[config.mk]
export PLATFORM = sky130hd
export DESIGN_NAME = data_mem_responder
export DESIGN_NICKNAME = d
export VERILOG_FILES = /design/src/rtl/data_mem_responder.sv
export SDC_FILE = /design/constraint.sdc
export NUM_CORES = 2
export LEC_CHECK = 0
export CAP_MARGIN = 40
export CORE_MARGIN = 8
export CORE_UTILIZATION = 41
export CTS_BUF_LIST = sky130_fd_sc_hd__clkbuf_8
export DETAILED_ROUTE_END_ITERATION = 7
export SYNTH_ARGS = -nofsm -noshare
export SYNTH_HDL_FRONTEND = slang
export SYNTH_SLANG_ARGS = --single-unit
[constraint.sdc]
create_clock -name clk_i -period 9.45 [get_ports clk_i]
set_clock_uncertainty 0.15 [all_clocks]
set_input_delay 1.89 -clock clk_i [delete_from_list [all_inputs] [get_ports clk_i]]
set_output_delay 1.89 -clock clk_i [all_outputs]
set_load 0.1 [all_outputs]
[src/rtl/data_mem_responder.sv]
// data_mem_responder: fixed-latency handshaked data memory with one outstanding request.
// Byte/half/word/double accesses on a 64-bit little-endian array; loads are extended here.
module data_mem_responder #(
  parameter int DEPTH   = 64,
  parameter int LATENCY = 2
) (
  input  logic        clk_i,
  input  logic        reset_i,
  input  logic        req_valid_i,
  output logic        req_ready_o,
  input  logic        req_write_i,
  input  logic [63:0] req_addr_i,
  input  logic [63:0] req_wdata_i,
  input  logic [2:0]  req_size_i,
  output logic        rsp_valid_o,
  input  logic        rsp_ready_i,
  output logic [63:0] rsp_rdata_o,
  output logic        rsp_error_o
);
  localparam int AW = DEPTH > 1 ? $clog2(DEPTH) : 1;
  typedef enum logic [1:0] {IDLE, WAIT, RESP} state_t;
  state_t      state_q, state_d;
  logic [3:0]  cnt_q, cnt_d;
  logic        write_q;
  logic [63:0] addr_q, wdata_q;
  logic [2:0]  size_q;
  logic [63:0] rdata_q, rdata_d;
  logic        err_q, err_d;
  logic [63:0] mem_q [DEPTH];
  logic        idle, access, a_write, err, sign;
  logic [63:0] a_addr, a_wdata, word, mask, raw, load, store;
  logic [2:0]  a_size, off;
  logic [1:0]  sz;
  logic [AW-1:0] idx;
  // with LATENCY=1 the access happens on the acceptance edge, so operands bypass the latches
  always_comb begin
    idle    = state_q == IDLE;
    a_write = idle ? req_write_i : write_q;
    a_addr  = idle ? req_addr_i : addr_q;
    a_wdata = idle ? req_wdata_i : wdata_q;
    a_size  = idle ? req_size_i : size_q;
    sz      = a_size[1:0];
    off     = a_addr[2:0];
    err     = (sz == 2'd1 && off[0]) || (sz == 2'd2 && off[1:0] != 2'd0) || (sz == 2'd3 && off != 3'd0)
           || a_addr[63:3] >= 61'(DEPTH) || a_size == 3'b111 || (a_write && a_size[2]);
    idx     = a_addr[AW+2:3];
    word    = mem_q[idx];
    mask    = (64'd1 << (7'd8 << sz)) - 64'd1;
    raw     = (word >> {off, 3'b000}) & mask;
    sign    = ~a_size[2] & |(raw & ~(mask >> 1));
    load    = sign ? raw | ~mask : raw;
    store   = (word & ~(mask << {off, 3'b000})) | ((a_wdata & mask) << {off, 3'b000});
    access  = (idle && req_valid_i && LATENCY == 1) || (state_q == WAIT && cnt_q == 4'd1);
    state_d = state_q;
    cnt_d   = cnt_q;
    rdata_d = rdata_q;
    err_d   = err_q;
    if (access) begin
      state_d = RESP;
      cnt_d   = 4'd0;
      rdata_d = err || a_write ? 64'd0 : load;
      err_d   = err;
    end else if (idle && req_valid_i) begin
      state_d = WAIT;
      cnt_d   = 4'(LATENCY - 1);
    end else if (state_q == WAIT) begin
      cnt_d = cnt_q - 4'd1;
    end else if (state_q == RESP && rsp_ready_i) begin
      state_d = IDLE;
      rdata_d = '0;
      err_d   = 1'b0;
    end
  end
  always_ff @(posedge clk_i or posedge reset_i) begin
    if (reset_i) begin
      state_q <= IDLE;
      cnt_q   <= '0;
      write_q <= 1'b0;
      addr_q  <= '0;
      wdata_q <= '0;
      size_q  <= '0;
      rdata_q <= '0;
      err_q   <= 1'b0;
    end else begin
      state_q <= state_d;
      cnt_q   <= cnt_d;
      rdata_q <= rdata_d;
      err_q   <= err_d;
      if (idle && req_valid_i) begin
        write_q <= req_write_i;
        addr_q  <= req_addr_i;
        wdata_q <= req_wdata_i;
        size_q  <= req_size_i;
      end
    end
  end
  always_ff @(posedge clk_i)
    if (!reset_i && access && a_write && !err) mem_q[idx] <= store;
  assign req_ready_o = idle;
  assign rsp_valid_o = state_q == RESP;
  assign rsp_rdata_o = rdata_q;
  assign rsp_error_o = err_q;
endmodule

# Yosys cells after proc, flatten, opt, wreduce, memory -nomap -nowiden
# Memory sizes are Yosys's and may differ from the RTL's.
# Cells that the tools add are included.
[totals]
reg_bits = 203
ramBits = 4096
output_inout_bits = 67
mem_count = 1
[op_classes]
add_sub_neg = 2
magnitude_cmp = 1
n_eq_ne = 10
shift = 5
muxes = 23
bitwise_logic = 11
n_reduce_logical = 27
[memory_table]
columns = ["memory", "words", "width", "rd", "rd_clocked_by_memory_dff", "wr", "line", "text"]
rows = [
  ["mem_q", 64, 64, 1, 0, 1, "29", "logic [63:0] mem_q [DEPTH];"],
]
[op_table]
columns = ["cell", "n"]
rows = [
  ["$mux 64", 8],
  ["$and 64x64->64", 4],
  ["$not 64->64", 2],
  ["$or 64x64->64", 2],
  ["$shl 64x6->64", 2],
  ["$not 63->64", 1],
  ["$reduce_or 64->1", 1],
  ["$shl 1x7->64 const A", 1],
  ["$shr 64x6->64", 1],
  ["$sub 64x1->64 const B", 1],
  ["$ge 61x7->1 const B", 1],
  ["$mux 4", 3],
  ["$logic_and 1x1->1", 10],
  ["$reduce_bool 3->1", 3],
  ["$mux 2", 4],
  ["$mux 1", 7],
  ["$shl 4x2->7 const A", 1],
  ["$eq 2x2->1 const B", 3],
  ["$logic_or 1x1->1", 6],
  ["$eq 2x1->1 const B", 2],
  ["$eq 4x1->1 const B", 1],
  ["$ne 2x2->1 const B", 2],
  ["$reduce_bool 2->1", 2],
  ["$sub 4x1->4 const B", 1],
  ["other kinds (9)", 10],
]

# Longest topological paths before layout
[depth]
word_depth = 13
depth_mapped = 23
mapped_depth_nobuf = 12

# Worst setup path before layout
# No wires, ideal clock.
[synth_timing]
path_kind = "in2reg"
start = "in req_addr_i[3]"
end = "mem mem_q[0][43], data pin"
arrival_time_ps = 7083
path_slack_ps = 1516
stages = 19
n_path_buf = 11
cell_sequence = "buf_4 -> or3b_1 -> buf_2 -> nand2_2 -> buf_6 -> buf_8 -> buf_8 -> buf_6 -> buf_6 -> buf_6 -> buf_4 -> buf_2 -> buf_2 -> o221ai_1 -> a211oi_1 -> o21ai_0 -> a2bb2oi_1 -> nand3_1 -> o21ai_0"
[synth_via]
elab_chain_cells = 4
[synth_lines]
columns = ["item", "line", "text"]
rows = [
  ["from (decl)", "12", "input logic [63:0] req_addr_i,"],
  ["$mux 64", "39", "a_addr = idle ? req_addr_i : addr_q;"],
  ["$mem_v2 64x64", "-", ""],
  ["$and 64x64->64", "52", "store = (word & ~(mask << {off, 3'b000})) | ((a_wdata & mask) << {off, 3'b000});"],
  ["$or 64x64->64", "52", ""],
  ["named net store[43]", "31", "logic [63:0] a_addr, a_wdata, word, mask, raw, load, store;"],
  ["to (decl)", "29", ""],
]
# The timed path passes the listed nets, and every way through them passes these cells.

# Worst setup path after layout
[layout_timing]
start = "in req_addr_i[4]"
end = "mem mem_q[56][57], data pin"
# The elaborated chain is that of the path after synthesis.

==> summary.md <==
Dividing the detail-routed wire length by the instance count gives 40.44 um. For the via count of the first global-routing pass, the log shows 107,300. The die is 647.8 um wide.

The required time of the critical path was 10.19 ns. In this run the clock root is driven by a sky130_fd_sc_hd__clkbuf_8. The detailed router finished its first iteration with 21,340 violations.

For the final cell count without fillers, the log shows 17,040. The worst path in the final design needs a cycle of 7.444 ns, including I/O delays and setup. The logs give 0 for the final routed DRC violation total and 689.1 mm for the total wirelength of the detailed-routed design. In this run the worst hold path is classified as register to register. Setup repair after global routing left no endpoint under its margin.

In this run the worst path has a maximum fanout of 64. Measured on the finished design, the core utilization comes to 47.94%. The total power density per cell area was 427.7 mW/mm^2. For the placed standard-cell area, the log shows 0.1788 sq mm.

Among the stages of the critical path, the cell type that occurs most often is sky130_fd_sc_hd__buf_4. The number of hold violations in the final report was 0. The tools report the count of unique library cells instantiated by Yosys as 97. Cells with a size suffix above 1 make up 14.59% of the layout. The number of buffers and inverters on the critical path is 6.

The post-CTS repair timing setup buffer count is 0. After layout, the worst path uses 78.77% of the clock period. The TritonCTS sink count was 4,299; the transition time at the pin with the least slew margin was 1.113 ns.

The core region is 0.3983 sq mm. The first-pass iteration count of the detailed router is 8. The critical setup path kind was input port to register. The number of gates resized after CTS was 0. The total number of nets in the final design is 11,390.

The floorplan die area is 0.4196 sq mm, and the aggregate global-route resource usage is 31.60%. The floorplan has 232 rows. The async set-or-reset flop fraction in the synthesized netlist was 4.722%; the routability congestion estimate from global placement was 0.9719. The tools report the final max-slew violation count as 0.

203 I/O pins were placed. The logs give 917.0 mm for the global-route wire length before repair and 0 ns for the setup TNS. The synthesized area divided by synthesized cell count is 15.68 sq um. Kind of cell adding the most delay to the critical path: buffers and inverters. For this design, the CTS-stage hold fixing added 0 buffers. The tools report the startpoint type of the worst setup path as an input port. Once detail routing completed, the nets flagged for antenna violations numbered 0.

The count of input and output buffers works out to 202. Entering global routing, the biggest net connects 101 pins. TritonCTS built the clock tree. The tools report the number of fill cells in the layout as 33,540. Clock tree synthesis inserted a total of 673 buffers. Clock edge transition at the registers on the reported setup and hold paths: 0.06 ns.

Summing internal, switching and leakage power gives 81.66 mW. STA puts the critical path data arrival time at 8.18 ns. The floorplan step set the die height to 647.8 um. From synthesis to final layout, the design area changed by 16.67%.

The signal on the critical path passes through clkdlybuf4s50_1, nor3_1, a22oi_2, buf_4, buf_4, buf_4, a21oi_1, a22oi_1, a21oi_1, a211oi_1, nand4_1, buf_4, o221ai_4, buf_4. Headroom to the max-slew limit came out at 25.83%. The average via count per standard cell came out at 6.749. Critical path's slowest cell: sky130_fd_sc_hd__clkdlybuf4s50_1. The synthesized area came out at 0.1636 sq mm. The number of nets in the synthesized netlist is 10,570. Across the VDD grid, the largest voltage drop is 487.6 uV.

The tools report the number of placed cells counting well taps as 15,840. The half-perimeter wire length after placement was 381.1 mm; the synthesis-stage register bit count was 4,299. For this configuration, the core starts out at a cell density of 41.09%. On the worst path, the slowest cell contributes a delay of 1.03 ns. Final instance area: 0.1909 sq mm. The tools report the level count of the clock H-tree as 6. The worst setup path is captured at a register. The number of enable flip-flop cells after synthesis came out at 4,096.

Synthesis produced 10,430 cells. Counting along the longest clock path gives a buffer depth of 4. The later pin in the worst-skew pair is clocked with a latency of 1.28 ns.

The logs give 0 for the total number of yosys warnings and 115,000 for the detailed-route via count. For the number of antenna violations at the first check in global routing, the log shows 58. In this run the static leakage power is 62.39 nW. The sum of overflow across all layers after global routing was 0. The most used flip-flop cell after synthesis is sky130_fd_sc_hd__edfxtp_1. Max-cap violation count: 0. Static timing analysis puts the maximum clock frequency at 0.1343 GHz. The sequential share of the synthesized area was 78.27%.

The run finished with clean final reports. The count of final setup violators is 0.
[report_power, final]
group / switching (mW) / leakage (nW) / internal [mW]
registers: 0.342 / 39.3 / 32.2
clock network: 7.49 / 6.99 / 6.99
logic: 26.9 / 16.1 / 7.75
[through the flow]
stage / setup WS, ns / hold WS, ns
after global placement: 0.6852 / 0.3073
after global routing: 2.140 / 0.3370
after floorplan: 1.516 / 0.2950
after detailed placement: 1.236 / 0.3113
after CTS: 2.532 / 0.3257
final: 2.006 / 0.3250
[placed cells by master, fill, tap and decap left out, types with 64 or more instances in the layout]
master / instances
sky130_fd_sc_hd__buf_16: 64
sky130_fd_sc_hd__buf_4: 415
sky130_fd_sc_hd__nor2_1: 337
sky130_fd_sc_hd__buf_12: 132
sky130_fd_sc_hd__clkdlybuf4s50_1: 200
sky130_fd_sc_hd__inv_1: 246
sky130_fd_sc_hd__a31oi_1: 102
sky130_fd_sc_hd__dfrtp_1: 203
sky130_fd_sc_hd__clkinv_1: 132
sky130_fd_sc_hd__a21oi_1: 243
sky130_fd_sc_hd__clkbuf_8: 696
sky130_fd_sc_hd__o221ai_1: 226
sky130_fd_sc_hd__and3_1: 148
sky130_fd_sc_hd__nor3_1: 224
sky130_fd_sc_hd__o21ai_0: 184
sky130_fd_sc_hd__nor2_4: 74
sky130_fd_sc_hd__nand3_1: 223
sky130_fd_sc_hd__nand2_1: 1169
sky130_fd_sc_hd__a211oi_1: 185
sky130_fd_sc_hd__nor4_1: 144
sky130_fd_sc_hd__o22a_1: 190
sky130_fd_sc_hd__mux2i_1: 146
sky130_fd_sc_hd__o22ai_1: 1049
sky130_fd_sc_hd__edfxtp_1: 4096
[cells by family after synthesis]
family / share of synthesized area [%]
multiplexers: 1.205
AND/OR/NAND/NOR: 6.872
flip-flops: 78.27
buffers and inverters: 2.254
adder cells (fa/ha/maj): 0.01529
AO/OA/AOI/OAI: 11.38
[routing by layer]
metal,GRT usage [%],up-vias,part of all wire [%]
li1,-,43840,-
met1,40.94,58250,34
met2,46.75,10610,43
met3,9.628,2261,15
met4,19.23,46,7.4
met5,0,-,0.050
[area by class of cell]
cell class | count | area (sq um) | area share [%]
clock buffer | 696 | 9579 | 5.017
clock inverter | 472 | 2385 | 1.249
antenna | 32 | 80.08 | 0.04194
multi-input combinational | 5392 | 33770 | 17.69
tap | 5265 | 6588 | 3.451
inverter | 9 | 43.79 | 0.02294
sequential | 4299 | 128100 | 67.09
timing repair buffer | 876 | 10390 | 5.443
[registers in the layout, summed over array words and instances, names as in the netlist]
| register | count |
|---|---|
| addr_q | 64 |
| cnt_q | 4 |
| mem_q | 4096 |
| rsp_error_o | 1 |
| rsp_rdata_o | 64 |
| size_q | 3 |
| state_q | 2 |
| wdata_q | 64 |
| write_q | 1 |
[cells in the mapped netlist (all sizes together) (8+ instances only)]
cell     count  area share, %
mux2        26           0.18
o32ai       13          0.070
nand4       47           0.18
a211o       10          0.054
o41ai       27           0.16
nor2b       24          0.092
a21oi      251           0.77
inv          9          0.021
nand2     1179            2.7
and3       148           0.57
nor3       224           0.69
clkbuf     258           0.59
o211ai      64           0.30
a32o        17           0.10
o22ai     1072            4.1
nand3      223           0.68
a211oi     185           0.85
o22a       191            1.0
nor2       414           0.95
o31a        18          0.096
a22oi       45           0.22
or2          8          0.031
nand2b      13          0.050
mux2i      162            1.0
or4         23           0.11
a222oi      11          0.067
dfrtp      203            3.1
a2111oi     11          0.071
o221ai     250            1.3
or3         19          0.073
o21a         8          0.037
a32oi       59           0.32
nor4       144           0.55
o31ai       61           0.28
a31oi      105           0.41
buf        476            1.6
o2111ai     10          0.054
a22o         9          0.048
o21ai      211           0.65
a221oi      13          0.073
edfxtp    4096             75
[worst paths after layout]
| kind | startpoint | endpoint | slack, ns | cells after the start |
|---|---|---|---|---|
| worst max register to register | state_q[1]$_DFFE_PP0P_ | mem_q[4][24]$_DFFE_PP_ | 2.13 | 15 |
| max in group asynchronous | reset_i | rsp_rdata_o[60]$_DFFE_PP0P_ | 6.65 | 5 |
| worst min register to register | wdata_q[21]$_DFFE_PP0P_ | wdata_q[21]$_DFFE_PP0P_ | 0.33 | 2 |
| worst max-delay path | req_addr_i[4] | mem_q[56][57]$_DFFE_PP_ | 2.01 | 14 |
| min in group asynchronous | reset_i | addr_q[1]$_DFFE_PP0P_ | 0.92 | 2 |
| worst min-delay path | wdata_q[21]$_DFFE_PP0P_ | wdata_q[21]$_DFFE_PP0P_ | 0.33 | 2 |
[worst register-to-register path, delay by kind of cell (launching register included)]
family / cells / cell delay [ns]
AO/OA/AOI/OAI: 4 / 1.46
buffers and inverters: 7 / 2.58
flip-flops: 1 / 0.68
AND/OR/NAND/NOR: 4 / 2.14
No activity file was read; power rests on OpenSTA's default activity.
